--- src/rtl/u_rf_pkg.sv ---
// u_rf_pkg: shared constants, types and write-validity rule for the multi-port register file
package u_rf_pkg;
  localparam int XLEN_D = 32;
  localparam int NREG_D = 32;
  localparam int AW_D = $clog2(NREG_D);
  typedef logic [AW_D-1:0] rf_addr_t;
  typedef logic [XLEN_D-1:0] rf_data_t;
  // A write (or scoreboard set) counts only when enabled, in range, and not aimed at a hardwired x0.
  function automatic logic rf_wr_valid(input logic [31:0] addr, input logic en, input int nreg, input logic zero_reg);
    return en && (addr < 32'(nreg)) && !(zero_reg && addr == 32'd0);
  endfunction
endpackage

--- src/rtl/u_rf_sb.sv ---
// u_rf_sb: per-register busy scoreboard with set-over-clear priority and a running busy count
// Ports: clk, rst (async, active-high); wr_v per-port validated write strobes; rd_a write addresses;
//        sb_set_e/sb_set_a pending mark; busy vector; busy_cnt popcount of busy.
module u_rf_sb
  import u_rf_pkg::*;
#(
  parameter int NREG = 32,
  parameter int NWR = 1,
  parameter int AW = 5,
  parameter int ZERO_REG = 1
) (
  input  logic            clk,
  input  logic            rst,
  input  logic [NWR-1:0]    wr_v,
  input  logic [NWR*AW-1:0] rd_a,
  input  logic            sb_set_e,
  input  logic [AW-1:0]   sb_set_a,
  output logic [NREG-1:0] busy,
  output logic [AW:0]     busy_cnt
);
  logic [NREG-1:0] set_v, clr_v;
  logic [AW:0] dec;
  logic inc;
  always_comb begin
    set_v = '0;
    clr_v = '0;
    dec = '0;
    for (int r = 0; r < NREG; r++) begin
      set_v[r] = rf_wr_valid(32'(sb_set_a), sb_set_e, NREG, ZERO_REG != 0) && sb_set_a == AW'(r);
      for (int p = 0; p < NWR; p++) clr_v[r] = clr_v[r] | (wr_v[p] && rd_a[p*AW +: AW] == AW'(r));
      // a register retires only if it was busy and is not re-issued in the same cycle
      dec = dec + (AW+1)'(busy[r] & clr_v[r] & ~set_v[r]);
    end
    inc = |(set_v & ~busy);
  end
  always_ff @(posedge clk or posedge rst)
    if (rst) begin
      busy <= '0;
      busy_cnt <= '0;
    end else begin
      busy <= (busy & ~clr_v) | set_v;
      busy_cnt <= busy_cnt + (AW+1)'(inc) - dec;
    end
endmodule

--- src/rtl/u_rf_mp.sv ---
// u_rf_mp: parametrised multi-port register file with write-to-read bypass and busy scoreboard
// Ports: clk, rst (async, active-high); rs_a/rs_o/rs_busy_o read ports; rd_e/rd_a/rd_i write ports;
//        sb_set_e/sb_set_a mark a destination pending; busy_cnt_o number of busy registers.
module u_rf_mp
  import u_rf_pkg::*;
#(
  parameter int XLEN = XLEN_D,
  parameter int NREG = NREG_D,
  parameter int NRD = 2,
  parameter int NWR = 1,
  parameter int ZERO_REG = 1,
  parameter int BYPASS = 1,
  localparam int AW = $clog2(NREG)
) (
  input  logic              clk,
  input  logic              rst,
  input  logic [NRD*AW-1:0]   rs_a,
  output logic [NRD*XLEN-1:0] rs_o,
  output logic [NRD-1:0]      rs_busy_o,
  input  logic [NWR-1:0]      rd_e,
  input  logic [NWR*AW-1:0]   rd_a,
  input  logic [NWR*XLEN-1:0] rd_i,
  input  logic              sb_set_e,
  input  logic [AW-1:0]     sb_set_a,
  output logic [AW:0]       busy_cnt_o
);
  logic [XLEN-1:0] rf [NREG];
  logic [NWR-1:0] wr_v;
  logic [NREG-1:0] busy;
  always_comb begin
    wr_v = '0;
    for (int p = 0; p < NWR; p++) wr_v[p] = rf_wr_valid(32'(rd_a[p*AW +: AW]), rd_e[p], NREG, ZERO_REG != 0);
  end
  // later ports overwrite earlier ones, so the highest index wins on an address clash
  always_ff @(posedge clk or posedge rst)
    if (rst) begin
      for (int r = 0; r < NREG; r++) rf[r] <= '0;
    end else begin
      for (int p = 0; p < NWR; p++) if (wr_v[p]) rf[rd_a[p*AW +: AW]] <= rd_i[p*XLEN +: XLEN];
    end
  // the validity rule doubles as the readable-address test: out of range and x0 read as 0, never busy
  always_comb begin
    rs_o = '0;
    rs_busy_o = '0;
    for (int i = 0; i < NRD; i++) begin
      if (!rst && rf_wr_valid(32'(rs_a[i*AW +: AW]), 1'b1, NREG, ZERO_REG != 0)) begin
        rs_o[i*XLEN +: XLEN] = rf[rs_a[i*AW +: AW]];
        rs_busy_o[i] = busy[rs_a[i*AW +: AW]];
        for (int p = 0; p < NWR; p++)
          if (BYPASS != 0 && wr_v[p] && rd_a[p*AW +: AW] == rs_a[i*AW +: AW]) begin
            rs_o[i*XLEN +: XLEN] = rd_i[p*XLEN +: XLEN];
            rs_busy_o[i] = 1'b0;
          end
      end
    end
  end
  u_rf_sb #(.NREG(NREG), .NWR(NWR), .AW(AW), .ZERO_REG(ZERO_REG)) sb (
    .clk(clk),
    .rst(rst),
    .wr_v(wr_v),
    .rd_a(rd_a),
    .sb_set_e(sb_set_e),
    .sb_set_a(sb_set_a),
    .busy(busy),
    .busy_cnt(busy_cnt_o)
  );
endmodule
--- config.mk ---
export PLATFORM = sky130hd
export DESIGN_NAME = u_rf_mp
export DESIGN_NICKNAME = d
export VERILOG_FILES = /design/src/rtl/u_rf_pkg.sv /design/src/rtl/u_rf_sb.sv /design/src/rtl/u_rf_mp.sv
export SDC_FILE = /design/constraint.sdc
export NUM_CORES = 2
export LEC_CHECK = 0
export CORE_ASPECT_RATIO = 1.5
export CORE_MARGIN = 5
export CORE_UTILIZATION = 55
export CTS_CLUSTER_DIAMETER = 50
export DETAILED_ROUTE_END_ITERATION = 16
export DONT_BUFFER_PORTS = 1
export PLACE_DENSITY = 0.7
export SLEW_MARGIN = 0
export SYNTH_ARGS = -nofsm -noshare
export SYNTH_HDL_FRONTEND = slang
export SYNTH_SLANG_ARGS = --single-unit
--- constraint.sdc ---
create_clock -name clk -period 100.4 [get_ports clk]
set_input_delay 5.02 -clock clk [delete_from_list [all_inputs] [get_ports clk]]
set_output_delay 5.02 -clock clk [all_outputs]
set_load 0.005 [all_outputs]
# [Word level (Yosys, flattened, before mapping)]
# Index checks and enable logic that the tools add are counted.
[word_totals] register_bits=1062 out_inout_bits=72
[classes] n_mux=21 bitwise_logic=104 magnitude_cmp=6 eq_ne=64 add_sub_neg=33 n_reduce_logical=81
[ops] cell="bitwise mux 1024 bit" n=1
[ops] cell="binary-select mux 32 bit (select 5 bit)" n=2
[ops] cell="two-way mux 32 bit" n=9
[ops] cell="inverter 1 -> 6 bit" n=32
[ops] cell="adder 6 bit" n=31
[ops] cell="demux 32 bit (select 5 bit)" n=1
[ops] cell="== test 5 bit, second input constant" n=32
[ops] cell="AND 6 bit" n=26
[ops] cell="== test 5 x 4 -> 1 bit, second input constant" n=16
[ops] cell="logical AND 1 bit" n=71
[ops] cell="AND 32 bit" n=2
[ops] cell="inverter 32 bit" n=2
[ops] cell="== test 5 x 3 -> 1 bit, second input constant" n=8
[ops] cell="AND 1 x 6 -> 6 bit" n=6
[ops] cell="AND 1 bit" n=32
[ops] cell="OR 32 bit" n=1
[ops] cell="OR reduction 32 bit" n=1
[ops] cell="== test 5 x 2 -> 1 bit, second input constant" n=4
[ops] cell="logical NOT 5 bit" n=4
[ops] cell=">= comparator 6 bit, second input constant" n=3
[ops] cell="inverter 5 -> 6 bit" n=3
[ops] cell="< comparator 5 x 6 -> 1 bit, second input constant" n=2
[ops] cell="binary-select mux 1 bit (select 5 bit)" n=2
[ops] cell="== test 5 x 1 -> 1 bit, second input constant" n=2
[ops] cell="6 further kinds" n=16

# [Longest topological paths before layout]
[logic_depth] depth_word=38 ltp_mapped=26

# [Modules after synthesis]
# Synthesis repeated with hierarchy kept, for this count alone.
[unflattened] cells_unflattened=4303 area_unflattened_um2=59055.4
[by_module_without_submodules] mod="u_rf_mp" n_inst=1 area_per_inst_um2=55519.5 cells_per_inst=3898 seq_area_each_um2=25624.6
[by_module_without_submodules] mod="u_rf_sb" n_inst=1 area_per_inst_um2=3535.9 cells_per_inst=405 seq_area_each_um2=950.9

# [Worst setup path before layout]
# No wires, ideal clock.
[synth_timing] path_kind="input -> output" start="input port rst" end="output port rs_o[10]" arrival_time_ns=31.836 path_buffers=1 cell_stages=5 setup_slack_ns=63.544 cell_sequence="inv_1 o311ai_1 buf_2 a21oi_1 a221o_1"
[synth_between] elab_chain_cells=3
[synth_rtl] element="start, declared" line_no="u_rf_mp.sv:16" rtl="input logic rst,"
[synth_rtl] element="logical NOT 1 bit (no source line)"
[synth_rtl] element="logical AND 1 bit" line_no="u_rf_mp.sv:46" rtl="if (!rst && rf_wr_valid(32'(rs_a[i*AW +: AW]), 1'b1, NREG, ZERO_REG != 0)) begin"
[synth_rtl] element="two-way mux 32 bit" line_no="u_rf_mp.sv:46"
[synth_rtl] element="end, declared" line_no="u_rf_mp.sv:18" rtl="output logic [NRD*XLEN-1:0] rs_o,"
# No other way between the ends.

# [Worst setup path in the final report]
[layout_timing] start="input port rs_a[1]" end="output port rs_o[21]"
[layout_between] elab_chain_cells=6
[layout_rtl] element="start, declared" line_no="u_rf_mp.sv:17" rtl="input logic [NRD*AW-1:0] rs_a,"
[layout_rtl] element="inverter 5 -> 6 bit (not written as such)" line_no="u_rf_mp.sv:47" rtl="rs_o[i*XLEN +: XLEN] = rf[rs_a[i*AW +: AW]];"
[layout_rtl] element="binary-select mux 32 bit (select 5 bit)" line_no="u_rf_mp.sv:47"
[layout_rtl] element="two-way mux 32 bit (not written as such) (2 in a row)" line_no="u_rf_mp.sv:47"
[layout_rtl] element="two-way mux 32 bit" line_no="u_rf_mp.sv:50" rtl="if (BYPASS != 0 && wr_v[p] && rd_a[p*AW +: AW] == rs_a[i*AW +: AW]) begin"
[layout_rtl] element="two-way mux 32 bit *" line_no="u_rf_mp.sv:46"
# Every way passes the cells marked *; elsewhere a longest branch is shown, timed or not. The select of a mux whose other input is x is not followed.

==> impl_metrics.yaml <==
outcome:
  run_status: "completed"
placement:
  dp_hpwl_mm: 91.9
  io_buffers: 0
  gp_congestion: 0.859
  postPlaceCellArea_um2: 59100
sta:
  rsz0062_at_grt: "false"
  tightest_slew_ns: 1.42
  holdWs_ns: 0.399
  max-slew-margin-rel: 0.0502
  finalSetupTns_ns: 0
  post-route-period-util: 0.133
  drv_slew: 0
  fin_worst_skew_ns: 0.0149
  final.min_clock_period_ns: 13.34
  finalSetupViolCount: 0
  max_freq_mhz: 74.9
  hold_violations: 0
clock_tree:
  cts_sinks: 1062
  clock_latency_ns: 0.71
  cts_tree: "yes"
  h-tree-depth: 3
  cts_buffers: 103
  post_cts_resized: 0
  cts_root_buf: "clkbuf_16"
  hold_buffers: 0
  clkSlewWorstSetupHoldPaths_ns: 0.06
  cts.path.max_buffers: 3
  postCtsSetupRepairBufs: 0
yosys:
  ys_seq_area_frac: 0.451
  postSynthCellCount: 4221
  synth_area_per_cell_um2: 13.9
  synth-async-reset-ratio: 1.00
  netlist_area_um2: 58900
  ys_seq_elements: 1062
  synthFlopType: "dfrtp_1"
  synth.net_count: 4337
  yosys_warnings: 0
  synth_edf_count: 0
  synth.distinct_cells: 70
floorplan:
  start_util: 0.552
  design.die.area_um2: 114000
  core-area_um2: 107000
  die_w_um: 277
  num_rows: 147
  io_pins: 128
  die_h_um: 411
drt:
  vias_per_cell: 7.07
  wl_per_cell_um: 32.9
  routed-via-count: 38300
  ant_nets: 0
  wl_mm: 178
  firstDrtPassIters: 6
  first_iter_violations: 3513
  drc: 0
finish:
  fillers: 8417
  drive_above_1_share: 0.411
  fin_area_um2: 62500
  num_antenna_cells: 0
  final_nets: 4038
  syn_to_final_growth_pct: 6.16
  final_core_util: 0.586
flow_run:
  max_cap_viol_count: 0
critical_path:
  worstSetupStartpointType: "primary input"
  worstPathMaxFanout: 201
  endpoint_kind: "primary output"
  crit_type: "primary input to primary output"
  cp.required_ns: 95.38
  reg2reg_slack_ns: 94.32
  cp.arrival_ns: 8.32
global_route:
  grt_pass1_vias: 40300
  antenna_found_initial: 2
  grt_pass1_wl_mm: 266
  grt_max_degree: 336
  grt_remaining_overflow: 0
  grt_usage: 0.311
worst_hold_path:
  hold_path.class: "flop to flop"
power_and_ir_drop:
  peakVddDrop_mv: 0.0119
  power_w: 0.00120
  power_leakage_nw: 27.0
  power.density_nw_per_um2: 19.2
## registers in the layout, summed over array words and instances, names as in the netlist
name	cells
sb.busy	32
sb.busy_cnt	6
rf	1024
## kinds of logic after synthesis
logic type / Yosys count / synth area share
adders and majority gates: 60 / 0.0164
muxes: 1662 / 0.389
other: 1 / 0.0000637
DFF: 1062 / 0.451
AOI/OAI and AO/OA: 593 / 0.0738
buffers and inverters: 528 / 0.0417
xor gates and xnor gates: 15 / 0.00223
and+or+nand+nor: 300 / 0.0256
## synthesized netlist by cell type, drive strengths merged (15+ instances only)
master,n,share of area
fa,29,0.0099
xnor2,15,0.0022
and2,33,0.0035
mux2i,268,0.046
nand2,126,0.0080
a22o,32,0.0048
ha,31,0.0066
a211oi,34,0.0043
dfrtp,1062,0.45
a21boi,31,0.0040
a22oi,35,0.0045
a221o,32,0.0054
buf,241,0.023
o22ai,66,0.0070
o21bai,35,0.0045
o21ai,63,0.0054
a21oi,68,0.0058
a221oi,100,0.015
inv,65,0.0041
nor3,41,0.0038
mux4,400,0.15
nor2,33,0.0022
o22a,31,0.0046
a31oi,34,0.0036
mux2,994,0.19
clkbuf,222,0.014
## cell type report
cell class | instances | area [µm²] | area share
timing repair buffer | 59 | 480 | 0.00769
sequential | 1062 | 26600 | 0.425
clock buffer | 151 | 2970 | 0.0475
multi-input combinational | 2631 | 30100 | 0.481
clock inverter | 38 | 397 | 0.00635
tap | 1415 | 1770 | 0.0283
inverter | 65 | 255 | 0.00408
## where the power goes
group          leakage [nW]  internal [W]  switching (W)
Combinational          11.8      0.000147      0.0000883
Clock                  1.66      0.000219       0.000174
Sequential             13.6      0.000511      0.0000624
## final timing paths
| check | from | cells after the start | to |
|---|---|---|---|
| worst min-delay path | sb.busy[0] | 0 | sb.busy[0] |
| max in group asynchronous | rst | 3 | rf[144] |
| worst max register to register | sb.busy[13] | 22 | sb.busy_cnt[5] |
| min in group asynchronous | rst | 1 | rf[571] |
| worst min register to register | sb.busy[0] | 0 | sb.busy[0] |
| worst max-delay path | rs_a[1] | 6 | rs_o[21] |
## metrics by stage
stage          std cells  setup slack [ns]
2_1_floorplan       4221             63.54
3_3_place_gp        5232             87.28
3_5_place_dp        5232             87.19
4_1_cts             5421             87.20
5_1_grt             5421             87.05
6_report            5421             87.06
## layout by cell type (no fill, tap or decap), drive strengths merged, types with 32 or more instances in the layout
cell type | synthesis | routed
a221oi | 100 | 100
buf | 241 | 59
mux2 | 994 | 994
nand2 | 126 | 126
nor2 | 33 | 33
clkbuf | 222 | 151
a221o | 32 | 32
a31oi | 34 | 34
a21oi | 68 | 68
a22o | 32 | 32
and2 | 33 | 33
mux2i | 268 | 268
a22oi | 35 | 35
o22ai | 66 | 66
dfrtp | 1062 | 1062
a211oi | 34 | 34
o21bai | 35 | 35
inv | 65 | 69
nor3 | 41 | 41
mux4 | 400 | 400
o21ai | 63 | 63
## per-layer routing
metal,vias up,track usage,wire [µm],part of all wire
met5,-,0,17,0.000095
met3,512,0.0523,12600,0.071
met2,1633,0.525,89100,0.50
li1,15600,-,-,-
met1,20600,0.390,65800,0.37
met4,2,0.157,10500,0.059
## critical path: stages
cell and delay [ns]:
nor2b_4 1.03, buf_4 1.01, a221oi_1 0.28, a21boi_0 0.26, o21ai_0 0.14, a221o_1 0.37
No activity file was read; power rests on OpenSTA's default activity.
